`src/rtl/tff_pkg.sv`:
```
// -----------------------------------------------------------------------------
// tff_pkg
// Shared definitions for the reversible T-flip-flop bank sequencer:
//   - tff_op_e    : command opcodes carried on cmd_op
//   - tff_state_e : controller FSM states
//   - fredkin_mux : target output of a Fredkin (controlled-swap) gate
// -----------------------------------------------------------------------------
package tff_pkg;

    typedef enum logic [1:0] {
        OP_HOLD = 2'b00,
        OP_UP   = 2'b01,
        OP_DOWN = 2'b10,
        OP_LOAD = 2'b11
    } tff_op_e;

    typedef enum logic [1:0] {
        IDLE = 2'b00,
        RUN  = 2'b01,
        LOAD = 2'b10,
        DONE = 2'b11
    } tff_state_e;

    // Fredkin gate (c, a, b) -> (c, c ? b : a, c ? a : b). Only the first
    // target rail is needed to build a T flip-flop; the complementary rail
    // is garbage and is therefore not produced.
    function automatic logic fredkin_mux(input logic c, input logic a, input logic b);
        logic o;
        if (c) begin
            o = b;
        end else begin
            o = a;
        end
        return o;
    endfunction

endpackage

```
`src/rtl/tff_rst_cell.sv`:
```
// -----------------------------------------------------------------------------
// tff_rst_cell
// One T flip-flop built from a Fredkin gate: control = t, inputs = (q, ~q),
// so the selected rail is ~q when t=1 and q when t=0.
// Ports:
//   clk   : clock, rising edge
//   rst_n : asynchronous active-low reset, clears q
//   t     : toggle enable for this cycle
//   q     : stored bit
// -----------------------------------------------------------------------------
module tff_rst_cell
    import tff_pkg::*;
(
    input  logic clk,
    input  logic rst_n,
    input  logic t,
    output logic q
);

    logic q_q;
    logic q_d;

    // Next value through the Fredkin gate
    always_comb begin
        q_d = fredkin_mux(t, q_q, ~q_q);
    end

    // Storage bit with asynchronous clear
    always_ff @(posedge clk or negedge rst_n) begin
        if (!rst_n) begin
            q_q <= 1'b0;
        end else begin
            q_q <= q_d;
        end
    end

    assign q = q_q;

endmodule

```
`src/rtl/tff_bank_seq.sv`:
```
// -----------------------------------------------------------------------------
// tff_bank_seq
// Command-driven sequencer around a bank of WIDTH reversible T flip-flops.
// Commands: HOLD, UP/DOWN for cmd_len steps (one step per cycle), LOAD.
// Optional build macro TFF_BANK_SEQ_SAT_EN: counting saturates at all-ones
// (UP) or zero (DOWN) instead of wrapping; tc then flags the saturated step.
// Ports:
//   clk, rst_n         : clock (rising) and asynchronous active-low reset
//   cmd_valid/ready    : command handshake, ready only in IDLE
//   cmd_op/data/len    : opcode, LOAD target, UP/DOWN step count
//   abort              : ends a running UP/DOWN after the current step
//   q                  : bank state
//   t_vec              : toggle vector being applied to the bank this cycle
//   busy, done, tc     : status (busy in RUN/LOAD/DONE, done pulse, wrap pulse)
// -----------------------------------------------------------------------------
module tff_bank_seq
    import tff_pkg::*;
#(
    parameter int WIDTH = 4,
    parameter int LW    = 8
) (
    input  logic             clk,
    input  logic             rst_n,
    input  logic             cmd_valid,
    output logic             cmd_ready,
    input  logic [1:0]       cmd_op,
    input  logic [WIDTH-1:0] cmd_data,
    input  logic [LW-1:0]    cmd_len,
    input  logic             abort,
    output logic [WIDTH-1:0] q,
    output logic [WIDTH-1:0] t_vec,
    output logic             busy,
    output logic             done,
    output logic             tc
);

    localparam logic [LW-1:0] LEN_ONE = LW'(1);

    tff_state_e       state_q, state_d;
    tff_op_e          op_q, op_d;
    logic [WIDTH-1:0] data_q, data_d;
    logic [LW-1:0]    rem_q, rem_d;
    logic             done_q, done_d;
    logic             busy_q, busy_d;
    logic             ready_q, ready_d;
    logic             tc_q, tc_d;

    logic [WIDTH-1:0] bank_q;
    logic [WIDTH-1:0] up_t;
    logic [WIDTH-1:0] dn_t;
    logic [WIDTH-1:0] t_vec_c;
    logic             wrap_c;
    logic             accept;

    // ready_q is only ever high in IDLE, so it alone qualifies acceptance
    assign accept = cmd_valid & ready_q;

    // Count toggles: bit i flips when all lower bits are 1 (UP) or 0 (DOWN)
    assign up_t[0] = 1'b1;
    assign dn_t[0] = 1'b1;
    for (genvar gi = 1; gi < WIDTH; gi++) begin : g_carry
        assign up_t[gi] = &bank_q[gi-1:0];
        assign dn_t[gi] = ~|bank_q[gi-1:0];
    end

    // Toggle vector and wrap detection for the current state
    always_comb begin
        t_vec_c = {WIDTH{1'b0}};
        wrap_c  = 1'b0;
        case (state_q)
            RUN: begin
                if (op_q == OP_UP) begin
                    wrap_c  = &bank_q;
                    t_vec_c = up_t;
                end else if (op_q == OP_DOWN) begin
                    wrap_c  = ~|bank_q;
                    t_vec_c = dn_t;
                end else begin
                    wrap_c  = 1'b0;
                    t_vec_c = {WIDTH{1'b0}};
                end
`ifdef TFF_BANK_SEQ_SAT_EN
                // Saturation: suppress the wrapping step so q holds
                if (wrap_c) begin
                    t_vec_c = {WIDTH{1'b0}};
                end else begin
                    t_vec_c = t_vec_c;
                end
`endif
            end
            LOAD: begin
                // Flip exactly the bits that differ from the target
                t_vec_c = bank_q ^ data_q;
            end
            default: begin
                t_vec_c = {WIDTH{1'b0}};
            end
        endcase
    end

    // FSM next state, command capture and step counter
    always_comb begin
        state_d = state_q;
        op_d    = op_q;
        data_d  = data_q;
        rem_d   = rem_q;
        case (state_q)
            IDLE: begin
                if (accept) begin
                    op_d   = tff_op_e'(cmd_op);
                    data_d = cmd_data;
                    rem_d  = cmd_len;
                    case (tff_op_e'(cmd_op))
                        OP_UP, OP_DOWN: begin
                            if (cmd_len == {LW{1'b0}}) begin
                                state_d = DONE;
                            end else begin
                                state_d = RUN;
                            end
                        end
                        OP_LOAD: state_d = LOAD;
                        default: state_d = DONE;
                    endcase
                end else begin
                    state_d = IDLE;
                end
            end
            RUN: begin
                rem_d = rem_q - LEN_ONE;
                if (abort || (rem_q == LEN_ONE)) begin
                    state_d = DONE;
                end else begin
                    state_d = RUN;
                end
            end
            LOAD:    state_d = DONE;
            DONE:    state_d = IDLE;
            default: state_d = IDLE;
        endcase
    end

    // Status outputs registered from the next state
    always_comb begin
        busy_d  = (state_d != IDLE);
        done_d  = (state_d == DONE);
        ready_d = (state_d == IDLE);
        tc_d    = wrap_c;
    end

    // Controller registers; ready stays low through reset and rises one edge later
    always_ff @(posedge clk or negedge rst_n) begin
        if (!rst_n) begin
            state_q <= IDLE;
            op_q    <= OP_HOLD;
            data_q  <= {WIDTH{1'b0}};
            rem_q   <= {LW{1'b0}};
            done_q  <= 1'b0;
            busy_q  <= 1'b0;
            ready_q <= 1'b0;
            tc_q    <= 1'b0;
        end else begin
            state_q <= state_d;
            op_q    <= op_d;
            data_q  <= data_d;
            rem_q   <= rem_d;
            done_q  <= done_d;
            busy_q  <= busy_d;
            ready_q <= ready_d;
            tc_q    <= tc_d;
        end
    end

    for (genvar gb = 0; gb < WIDTH; gb++) begin : g_bank
        tff_rst_cell u_cell (
            .clk   (clk),
            .rst_n (rst_n),
            .t     (t_vec_c[gb]),
            .q     (bank_q[gb])
        );
    end

    assign q         = bank_q;
    assign t_vec     = t_vec_c;
    assign busy      = busy_q;
    assign done      = done_q;
    assign tc        = tc_q;
    assign cmd_ready = ready_q;

endmodule

```
`config.mk`:
```
export PLATFORM = sky130hd
export DESIGN_NAME = tff_bank_seq
export DESIGN_NICKNAME = d
export VERILOG_FILES = /design/src/rtl/tff_pkg.sv /design/src/rtl/tff_rst_cell.sv /design/src/rtl/tff_bank_seq.sv
export SDC_FILE = /design/constraint.sdc
export NUM_CORES = 1
export LEC_CHECK = 0
export ABC_CLOCK_PERIOD_IN_PS = 3900
export BUFFER_PORTS_ARGS = -buffer_cell sky130_fd_sc_hd__buf_2
export CAP_MARGIN = 0
export CORE_ASPECT_RATIO = 0.9
export CORE_MARGIN = 1
export CORE_UTILIZATION = 49
export CTS_CLUSTER_SIZE = 24
export DETAILED_ROUTE_END_ITERATION = 8
export PLACE_DENSITY = 0.71
export SYNTH_ARGS = -nofsm -noshare
export SYNTH_HDL_FRONTEND = slang
export SYNTH_SLANG_ARGS = --single-unit
```
`constraint.sdc`:
```
create_clock -name clk -period 3.9 [get_ports clk]
set_clock_uncertainty 0.2 [all_clocks]
set_input_delay 1.17 -clock clk [delete_from_list [all_inputs] [get_ports clk]]
set_output_delay 1.17 -clock clk [all_outputs]
set_load 0.02 [all_outputs]
```
# [Word-level counts from Yosys, hierarchy flattened]
# Cells that the tools add are included.
# Widths: inputs -> output; s select.
[word_totals] regBits=24 in_bits=18 output_inout_bits=12 word_cells=62
[op_classes] add_sub_neg=1 n_eq_ne=11 mux=13 n_bitwise=6 reduce_logical=19
[ops] operator="$pmux 8 s2" count=1
[ops] operator="$eq 2x2->1 const B" count=6
[ops] operator="$eq 8x1->1 const B" count=1
[ops] operator="$logic_not 8->1" count=1
[ops] operator="$mux 4" count=2
[ops] operator="$mux 8" count=1
[ops] operator="$pmux 2 s4" count=1
[ops] operator="$pmux 4 s2" count=1
[ops] operator="$sub 8x1->8 const B" count=1
[ops] operator="$eq 2x1->1 const B" count=3
[ops] operator="$mux 2" count=3
[ops] operator="$reduce_and 2->1" count=3
[ops] operator="$logic_not 1->1" count=4
[ops] operator="$logic_not 2->1" count=2
[ops] operator="$not 1->1" count=4
[ops] operator="$pmux 2 s2" count=1
[ops] operator="$reduce_and 4->1" count=1
[ops] operator="$reduce_bool 2->1" count=2
[ops] operator="$reduce_or 2->1" count=2
[ops] operator="$reduce_or 4->1" count=1
[ops] operator="$xor 4x4->4" count=1
[ops] operator="$mux 1" count=3
[ops] operator="$reduce_and 3->1" count=1
[ops] operator="$reduce_or 3->1" count=1
[ops] operator="other kinds (3)" count=3

# [Longest topological paths before layout]
# Gate-level depths: netlist of the first run.
[depth] word_depth=6 ltp_mapped=7 mapped_depth_nobuf=7

# [Modules after synthesis]
# A second synthesis of the first run with hierarchy kept.
[unflattened] hier_cells=143 hier_area_um2=1437.6
[modules_own_cells] mod="tff_bank_seq" n_inst=1 cells_per_inst=135 area_each_um2=1302.5 seq_area_each_um2=500.5
[modules_own_cells] mod="tff_rst_cell" n_inst=4 cells_per_inst=2 area_each_um2=33.8 seq_area_each_um2=25.0

# [Worst setup path before layout of the first run]
# Ideal clock, no wire load.
[synth_timing] path_type="register to output" startpoint="reg op_q[0]" endpoint="out t_vec[2]" arrival_ns=1.431 required_time_ns=2.530 slack_ns=1.099 path_stages_with_launch=6 path_buffers=1 cell_sequence="dfrtp_1 ha_1 nor4b_1 o21ai_0 a21boi_0 buf_4"
[synth_between] elab_chain_cells=4 elab_cells_between_ends=5 classes_between="eq/ne: 2; mux: 3"
[synth_rtl] element="start, declared" line_no="tff_bank_seq.sv:40" rtl="tff_op_e op_q, op_d;"
[synth_rtl] element="start signal, assigned" line_no="tff_bank_seq.sv:163" rtl="op_q <= op_d;"
[synth_rtl] element="$eq 2x2->1" line_no="tff_bank_seq.sv:75" rtl="end else if (op_q == OP_DOWN) begin"
[synth_rtl] element="$mux 4" line_no="tff_bank_seq.sv:75"
[synth_rtl] element="$mux 4 *" line_no="tff_bank_seq.sv:72" rtl="if (op_q == OP_UP) begin"
[synth_rtl] element="$pmux 4 s2 *" line_no="tff_bank_seq.sv:70" rtl="case (state_q)"
[synth_rtl] element="end, declared" line_no="tff_bank_seq.sv:31" rtl="output logic [WIDTH-1:0] t_vec,"
# Every way passes the cells marked *; elsewhere a longest branch is shown, timed or not.

# [Final worst setup path of the first run]
# Same ends and word-level chain as after synthesis.

==> metrics.yaml, run 1 <==
status: "finished clean"
via_per_inst: 5.65
dpl_cell_area_um2: 1790
drtAntennaViolNets: 0
gr-usage-all-layers_pct: 19.9
setup.worst_path.end_class: "output port"
detailedPlace.worstSlack_ps: 910
synthesis.yosys.warnings: 0
fp.dieW_um: 64.2
detail_route.first_pass.iterations: 4
fp.dieArea_um2: 3730
critical_path_required_ps: 2530
worstSetupPathType: "reg -> out"
dieHeight_um: 58.0
cts_inserted_buffers: 3
mux_contribution_to_synthesized_area_pct: 5.27
synthesis.instances: 193
top_signal_layer_used: "met4"
max-vdd-ir-drop_v: 0.000448
insertedDiodeCount: 0
cts_repair_resize_count: 0
timing.final.max_slew_violations: 0
total_number_of_vias: 1401
clock_tree.buffer_depth: 2
met1_wl_mm: 1.64
dr.first_iter.drc_count: 80
drc: 0
yosys.area_share.adder_pct: 7.33
max_slew.worst_pin.slew_ps: 610
grt_pass1_vias: 1257
finalHoldViolCount: 0
design.core.area_um2: 3190
drive_gt1_share_pct: 21.4
number_of_input_and_output_port_buffers_inserted: 29
top_level_ports: 30
max_clock_freq_mhz: 301
maxCapViolCount: 0
synth_enable_flop_cells: 0
synth_to_final_area_change_pct: 7.11
max_slew_margin_pct: 59.3
critical_path.max_fanout: 7
cts.clk_slew.worst_paths_ps: 80
setup_slack_ps: 582
cts_root_buf: "sky130_fd_sc_hd__clkbuf_8"
worstSetupEndpoint: "t_vec[2]"
drt-wirelength-per-cell_um: 13.8
powerDensity_nw_per_um2: 798
timing.rr.end: "cmd_ready"
layout.cells.most_common_list: "sky130_fd_sc_hd__buf_2, sky130_fd_sc_hd__dfrtp_1, sky130_fd_sc_hd__nand2_1"
synth_top_family_by_area: "compound AO/OA/AOI/OAI gates"
post_synth_and_or_nand_nor_area_fraction_pct: 19.0
syn_area_um2: 1710
post_cts_buffers: 0
post_detailed_placement_half_perimeter_wirelength_mm: 2.52
reg2reg_depth: 8
cts.sinks: 24
gpl.final_weighted_congestion: 0.831
grt_pass1_wl_mm: 5.67
synth_async_sr_flop_share_pct: 100
h_tree_depth_reported_by_cts: 1
initial_antenna_violation_count: 0
setup-violations-final: 0
syn-num-nets: 221
tritoncts: "built"
synth_area_per_cell_um2: 8.85
start_util_pct: 53.6
worstHoldPathType: "reg -> reg"
critical_path.startpoint: "op_q[0]"
layout.nets: 236
met3_wirelength_um: 220
final_area_um2: 1830
totalWireLength_mm: 3.41
yosysSeqAreaShare_pct: 35.2
layout.cells.most_common: "sky130_fd_sc_hd__buf_2"
pin_count_of_the_biggest_net_entering_global_routing: 29
met2_length_mm: 1.53
grt.overflow.total: 0
worst_ep_arrival_time_ps: 1950
layout_worst_path_cycle_share_pct: 85.1
compound_gate_portion_of_the_synthesized_area_pct: 19.1
rsz0062_at_grt: "no"
p_leak_uw: 0.000836
placement_rows: 19
synth_xor_xnor_area_share_pct: 4.10
insertion_delay_ps: 260
timing.setup.tns_ps: 0
fill_count: 302
r2r-start: "state_q[1]"
cts-hold-fix-buffers: 0
timing.reg2reg.setup_slack_ps: 1780
critPathLaunchType: "flip-flop"
synth_seq_cells: 24
unique_cell_type_count_in_the_yosys_netlist: 46
synth_top_flop_cell: "sky130_fd_sc_hd__dfrtp_1"
post-route-min-period_ps: 3320
-- cell usage after synthesis, types with 2 or more instances --
library cell	instances	share of area, %
sky130_fd_sc_hd__and2_1	4	1.5
sky130_fd_sc_hd__o21ai_0	12	3.5
sky130_fd_sc_hd__ha_1	10	7.3
sky130_fd_sc_hd__a2bb2oi_1	2	1.0
sky130_fd_sc_hd__a21oi_1	14	4.1
sky130_fd_sc_hd__nor3_1	3	0.88
sky130_fd_sc_hd__buf_4	9	4.0
sky130_fd_sc_hd__nor4_1	2	0.73
sky130_fd_sc_hd__clkbuf_1	7	1.5
sky130_fd_sc_hd__dfrtp_1	24	35
sky130_fd_sc_hd__nor2b_1	2	0.73
sky130_fd_sc_hd__xnor2_1	2	1.0
sky130_fd_sc_hd__nand3_1	9	2.6
sky130_fd_sc_hd__a21boi_0	4	1.8
sky130_fd_sc_hd__a221oi_1	4	2.1
sky130_fd_sc_hd__o22ai_1	5	1.8
sky130_fd_sc_hd__nand2_1	16	3.5
sky130_fd_sc_hd__buf_6	2	1.3
sky130_fd_sc_hd__mux2_2	4	2.6
sky130_fd_sc_hd__nor2_1	9	2.0
sky130_fd_sc_hd__or3_1	2	0.73
sky130_fd_sc_hd__nor4b_1	2	1.0
sky130_fd_sc_hd__inv_1	12	2.6
sky130_fd_sc_hd__nand2b_1	2	0.73
sky130_fd_sc_hd__xor2_1	6	3.1
sky130_fd_sc_hd__mux2i_1	3	1.8
sky130_fd_sc_hd__or2_2	3	1.1
-- where the power goes --
group	switching, uW	leakage (uW)	internal, uW	total, uW
sequential	156	0.000287	369	525
combinational	442	0.000528	351	792
clock	73.9	0.0000216	69.0	143
total	671	0.000836	789	1460
-- cell type report --
type | instances | area (um^2) | share of cell area, %
Tap cell | 42 | 52.6 | 2.87
Sequential cell | 24 | 601 | 32.8
Clock buffer | 3 | 41.3 | 2.26
Inverter | 12 | 45.0 | 2.46
Timing Repair Buffer | 30 | 153 | 8.34
Multi-Input combinational cell | 137 | 937 | 51.2
-- registers in the layout, indices dropped and copies added, names as in the netlist --
register and flops:
g_bank.u_cell.q 4, done 1, tc 1, cmd_ready 1, op_q 2, data_q 4, state_q 2, busy 1
rem_q 8
-- worst min-delay path by stage --
stage,startpoint,endpoint,slack (ps),cells after the start
floorplan,op_q[1],op_q[1],280,2
global placement,op_q[1],op_q[1],300,2
detailed placement,op_q[0],op_q[0],310,2
CTS,op_q[0],op_q[0],330,2
global route,data_q[0],data_q[0],350,1
finish,op_q[0],op_q[0],330,2
-- cells by family after synthesis --
logic type / Yosys count
AOI/OAI and AO/OA: 51
xor gates and xnor gates: 8
adders and majority gates: 10
buffers and inverters: 32
DFF: 24
muxes: 8
and+or+nand+nor: 60
-- critical path, stage by stage (launching register included) --
cell and delay (ps):
sky130_fd_sc_hd__dfrtp_1 400, sky130_fd_sc_hd__ha_1 280, sky130_fd_sc_hd__nor4b_1 380, sky130_fd_sc_hd__o21ai_0 220, sky130_fd_sc_hd__a21boi_0 210, sky130_fd_sc_hd__buf_2 190
-- layer usage --
metal | up-vias | track usage (%)
met5 | - | 0
met4 | 0 | 4.13
met3 | 2 | 3.94
met2 | 47 | 33.3
met1 | 651 | 27.0
li1 | 701 | -
-- stage by stage --
stage	cells	hold WS, ps	util (%)	power, uW
finish	248	326	57.4	1460
global route	248	354	57.4	1590
CTS	248	326	57.4	1460
detailed placement	245	311	56.1	1320
global placement	245	296	56.1	1280
floorplan	193	275	-	1190
No activity file was read; power rests on OpenSTA's default activity.
==> inputs of run 2 (changes only) <==
CELL_PAD_IN_SITES_DETAIL_PLACEMENT = 0   (was not set)
CELL_PAD_IN_SITES_GLOBAL_PLACEMENT = 1   (was not set)
CORE_UTILIZATION = 45   (was 49)
PLACE_DENSITY = not set   (was 0.71)
PLACE_DENSITY_LB_ADDON = 0.1   (was not set)
==> run 2 against run 1 <==
  * Count of clock-buffer cells in the layout up 1
  * Fmax about the same
  * Flip-flop and latch count unchanged
  * Final cell count grew 1.2%
  * Cell area rose by 0.89%
  * Core utilization fell by 4.7 points
  * First-iteration DRC count shrank 5.0%
  * Global-route usage is 1.0 points higher
  * Die area increased by 8.6%
==> metrics.yaml, run 2 (synthesized netlist as in run 1, its figures left out) <==
status: "finished clean"
dpl_cell_area_um2: 1790  # +0.14%
grt_pass1_vias: 1286  # +2.3%
dr.first_iter.drc_count: 76  # -5.0%
max_slew.worst_pin.slew_ps: 593  # -17.3 ps
top_level_ports: 30  # unchanged
pin_count_of_the_biggest_net_entering_global_routing: 29  # unchanged
timing.setup.tns_ps: 0  # unchanged
tritoncts: "built"
design.core.area_um2: 3500  # +10%
cts_root_buf: "sky130_fd_sc_hd__clkbuf_8"
clock_tree.buffer_depth: 2  # unchanged
cts_inserted_buffers: 3  # unchanged
power_uw: 1500  # +2.7%
clock_power_share_pct: 11.4  # +1.6 points
cell_internal_pwr_uw: 812  # +2.9%
initial_antenna_violation_count: 0  # unchanged
worstHoldPathType: "reg -> reg"
drive_gt1_share_pct: 21.7  # +0.38 points
cts_repair_resize_count: 0  # unchanged
final_area_um2: 1850  # +0.89%
worstSetupPathType: "reg -> out"
cts-hold-fix-buffers: 0  # unchanged
finalHoldViolCount: 0  # unchanged
number_of_input_and_output_port_buffers_inserted: 29  # unchanged
total_number_of_vias: 1400  # -0.071%
rsz0062_at_grt: "no"
setup-violations-final: 0  # unchanged
top_register: "rem_q"
critical_path_required_ps: 2530  # about the same
timing.final.max_slew_violations: 0  # unchanged
h_tree_depth_reported_by_cts: 1  # unchanged
dieHeight_um: 60.4  # +4.2%
insertedDiodeCount: 0  # unchanged
comb_power_share_pct: 53.5  # -0.8 points
post-route-min-period_ps: 3320  # -2.51 ps
drt-wirelength-per-cell_um: 15.2  # +11%
largest_register_ff_count: 8  # unchanged
slowest_stage: "sky130_fd_sc_hd__dfrtp_1"
max_clock_freq_mhz: 302  # about the same
layout.cells.most_common: "sky130_fd_sc_hd__buf_2"
insertion_delay_ps: 260  # about the same
critical_path.cell_chain: "inv_1, ha_1, nor4b_1, o21ai_0, a21boi_0, buf_2"
p_leak_uw: 0.000843  # +0.86%
worst_ep_arrival_time_ps: 1950  # about the same
grt.overflow.total: 0  # unchanged
drc: 0  # unchanged
slowest_delay_ps: 390  # about the same
layout.cells.most_common_list: "sky130_fd_sc_hd__buf_2, sky130_fd_sc_hd__dfrtp_1, sky130_fd_sc_hd__nand2_1"
cts.sinks: 24  # unchanged
final_cell_count_no_fill: 251  # +1.2%
layout.nets: 236  # unchanged
critPathLaunchType: "flip-flop"
synth_to_final_area_change_pct: 8.06
start_util_pct: 48.7  # -4.9 points
detail_route.first_pass.iterations: 4  # unchanged
via_per_inst: 5.58  # -1.3%
fp.dieW_um: 66.9  # +4.2%
setup.worst_path.end_class: "output port"
max-vdd-ir-drop_v: 0.000423  # -5.7%
post_detailed_placement_half_perimeter_wirelength_mm: 2.76  # +9.9%
switchingPower_uw: 689  # +2.6%
cts.clk_slew.worst_paths_ps: 90  # about the same
placement_rows: 20  # +1
post_cts_buffers: 0  # unchanged
grt_pass1_wl_mm: 6.22  # +9.6%
gr-usage-all-layers_pct: 20.9  # +1.0 points
drtAntennaViolNets: 0  # unchanged
seq_power_share_pct: 35.1  # -0.8 points
max_slew_margin_pct: 60.5  # +1.2 points
fp.dieArea_um2: 4050  # +8.6%
powerDensity_nw_per_um2: 813  # +1.8%
maxCapViolCount: 0  # unchanged
critical_path.max_fanout: 7  # unchanged
dp_cells: 247  # +0.82%
netSwitchingFraction_pct: 45.9  # -0.059 points
gpl.final_weighted_congestion: 0.844  # +1.6%
layout_worst_path_cycle_share_pct: 85.0  # about the same
totalWireLength_mm: 3.82  # +12%
==> run 2: per-layer routing <==
| layer | share of wire [%] | wire length (um) | vias up | global-route usage, % |
|---|---|---|---|---|
| met4 | 0.50 | 19 | 0 | 4.26 |
| met3 | 4.3 | 163 | 2 | 4.70 |
| met1 | 52 | 1980 | 670 | 30.7 |
| met5 | 0 | 0 | - | 0 |
| met2 | 43 | 1650 | 34 | 31.7 |
| li1 | - | - | 694 | - |
==> run 2: worst paths after layout <==
path,slack (ps),end,depth (start not counted),start
min in group asynchronous,680,data_q[1],1,rst_n
hold reg to reg,360,op_q[1],2,op_q[1]
setup reg to reg,1750,rem_q[6],6,rem_q[0]
hold / removal,360,op_q[1],2,op_q[1]
setup / recovery,580,t_vec[2],6,op_q[1]
max in group asynchronous,2420,data_q[3],1,rst_n
==> run 2: worst max-delay path, delay by kind of cell (launching register included) <==
family | cells | cell delay, ps
AO/OA/AOI/OAI | 2 | 430
flip-flops | 1 | 390
adder cells (fa/ha/maj) | 1 | 260
AND/OR/NAND/NOR | 1 | 360
buffers and inverters | 2 | 250
==> run 2: power groups by stage <==
stage	sequential, uW	combinational [uW]	clock, uW
floorplan	485	706	0
global placement	517	769	0
detailed placement	527	803	0
CTS	524	805	182
global route	553	897	189
finish	527	803	171
==> run 2: per-stage QoR <==
step | hold slack [ps] | setup slack (ps) | util, %
final | 355 | 584 | 52.7
after global routing | 368 | 387 | 52.7
after CTS | 347 | 566 | 52.7
after detailed placement | 317 | 879 | 51.1
after global placement | 303 | 1020 | 51.1
after floorplan | 275 | 1100 | -
==> run 2: layout make-up <==
type                    count  area [um^2]
repair buffers             30          153
well taps                  44         55.1
multi-input cells         137          937
clock buffers               4         55.1
fillers                   346         1660
flip-flops and latches     24          601
inverters                  12         45.0
==> inputs of run 3 (changes only) <==
MAX_ROUTING_LAYER = met4   (was not set)
==> run 3 against run 2 <==
  * Sequential power is essentially flat
  * Highest routed layer unchanged
  * Sequential share of layout area is the same
  * Fmax grew 0.40%
==> metrics.yaml, run 3 (synthesized netlist as in run 1, its figures left out) <==
status: "finished clean"
worstSetupPathType: "reg -> out"
worst_path_dominant_cell_family: "compound AO/OA/AOI/OAI gates"
h_tree_depth_reported_by_cts: 1  # unchanged
dieHeight_um: 60.4  # unchanged
cts_root_buf: "sky130_fd_sc_hd__clkbuf_8"
slowest_stage: "sky130_fd_sc_hd__dfrtp_1"
layout.cells.most_common_list: "sky130_fd_sc_hd__buf_2, sky130_fd_sc_hd__dfrtp_1, sky130_fd_sc_hd__nand2_1"
post_cts_buffers: 0  # unchanged
drtAntennaViolNets: 0  # unchanged
cts_inserted_buffers: 3  # unchanged
max-vdd-ir-drop_v: 0.000424  # +0.24%
fin_worst_hold_slack_ps: 355  # -0.467 ps
critical_path.cell_chain: "inv_1, ha_1, nor4b_1, o21ai_0, a21boi_0, buf_2"
layout.nets: 236  # unchanged
rsz0062_at_grt: "no"
dr.first_iter.drc_count: 87  # +14%
max_slew.worst_pin.slew_ps: 602  # +8.85 ps
critical_path_required_ps: 2530  # about the same
maxCapViolCount: 0  # unchanged
max_clock_freq_mhz: 303  # +0.40%
dpl_cell_area_um2: 1790  # unchanged
post_detailed_placement_half_perimeter_wirelength_mm: 2.76  # unchanged
timing.setup.tns_ps: 0  # unchanged
fp.dieArea_um2: 4050  # unchanged
number_of_input_and_output_port_buffers_inserted: 29  # unchanged
fill_count: 346  # unchanged
start_util_pct: 48.7  # unchanged
power_uw: 1500  # about the same
detail_route.first_pass.iterations: 4  # unchanged
pin_count_of_the_biggest_net_entering_global_routing: 29  # unchanged
insertedDiodeCount: 0  # unchanged
largest_register_ff_count: 8  # unchanged
insertion_delay_ps: 260  # about the same
final_area_um2: 1850  # unchanged
powerDensity_nw_per_um2: 813  # about the same
drive_gt1_share_pct: 21.7  # unchanged
p_leak_uw: 0.000843  # unchanged
critical_path.max_fanout: 7  # unchanged
layout_worst_path_cycle_share_pct: 84.7  # -0.34 points
tritoncts: "built"
fp.dieW_um: 66.9  # unchanged
worst-path-buf-inv: 2  # unchanged
grt_pass1_vias: 1289  # +0.23%
max_slew_margin_pct: 59.9  # -0.59 points
synth_to_final_area_change_pct: 8.06  # unchanged
total_number_of_vias: 1414  # +1.0%
setup-violations-final: 0  # unchanged
post-route-min-period_ps: 3300  # -13.2 ps
drc: 0  # unchanged
timing.final.max_slew_violations: 0  # unchanged
gr-usage-all-layers_pct: 21.6  # +0.65 points
grt_pass1_wl_mm: 6.20  # -0.21%
cts.clk_slew.worst_paths_ps: 90  # about the same
via_per_inst: 5.63  # +1.0%
worst_ep_arrival_time_ps: 1930  # -20 ps
area_occupied_by_multi_input_gates_um2: 937  # unchanged
cts_repair_resize_count: 0  # unchanged
worstHoldPathType: "reg -> reg"
top_level_ports: 30  # unchanged
setup.worst_path.end_class: "output port"
slowest_delay_ps: 390  # about the same
initial_antenna_violation_count: 0  # unchanged
cts.sinks: 24  # unchanged
finalHoldViolCount: 0  # unchanged
placement_rows: 20  # unchanged
cts-hold-fix-buffers: 0  # unchanged
critPathLaunchType: "flip-flop"
timing.reg2reg.setup_slack_ps: 1750  # about the same
grt.overflow.total: 0  # unchanged
drt-wirelength-per-cell_um: 15.2  # -0.18%
layout.cells.most_common: "sky130_fd_sc_hd__buf_2"
clock_tree.buffer_depth: 2  # unchanged
totalWireLength_mm: 3.81  # -0.18%
design.core.area_um2: 3500  # unchanged
area.sequential_um2: 601  # unchanged
gpl.final_weighted_congestion: 0.857  # +1.6%
top_register: "rem_q"
==> run 3: cell type report <==
class                      count  share of cell area, %
clock buffer                   4                   2.98
inverter                      12                   2.44
multi-input combinational    137                   50.8
sequential                    24                   32.5
tap                           44                   2.98
timing repair buffer          30                   8.27
==> run 3: path summary, 6_finish.rpt <==
kind                                start        end  cells after the start
worst max-delay path              op_q[1]   t_vec[2]                      6
worst min-delay path            data_q[0]  data_q[0]                      1
worst max register to register   rem_q[0]   rem_q[6]                      6
worst min register to register  data_q[0]  data_q[0]                      1
max in group asynchronous           rst_n  data_q[3]                      1
min in group asynchronous           rst_n  data_q[1]                      1
==> run 3: layer usage <==
metal  part of all wire [%]  track usage [%]  vias up
met5                      0                -        -
met4                   0.50             4.26        0
met3                    4.6             4.70        2
met2                     43             31.9       34
met1                     52             30.4      679
li1                       -                -      699
==> run 3: power breakdown <==
part	total [uW]	leakage, uW	switching, uW	internal (uW)
registers	527	0.000287	158	369
clock network	170	0.0000288	79.8	90.1
logic	804	0.000528	451	353
total	1500	0.000843	689	812
==> run 3: through the flow <==
step / utilization, % / setup slack, ps / cells
CTS: 52.7 / 566 / 251
finish: 52.7 / 597 / 251
global placement: 51.1 / 1020 / 247
floorplan: - / 1100 / 193
global route: 52.7 / 387 / 251
detailed placement: 51.1 / 879 / 247
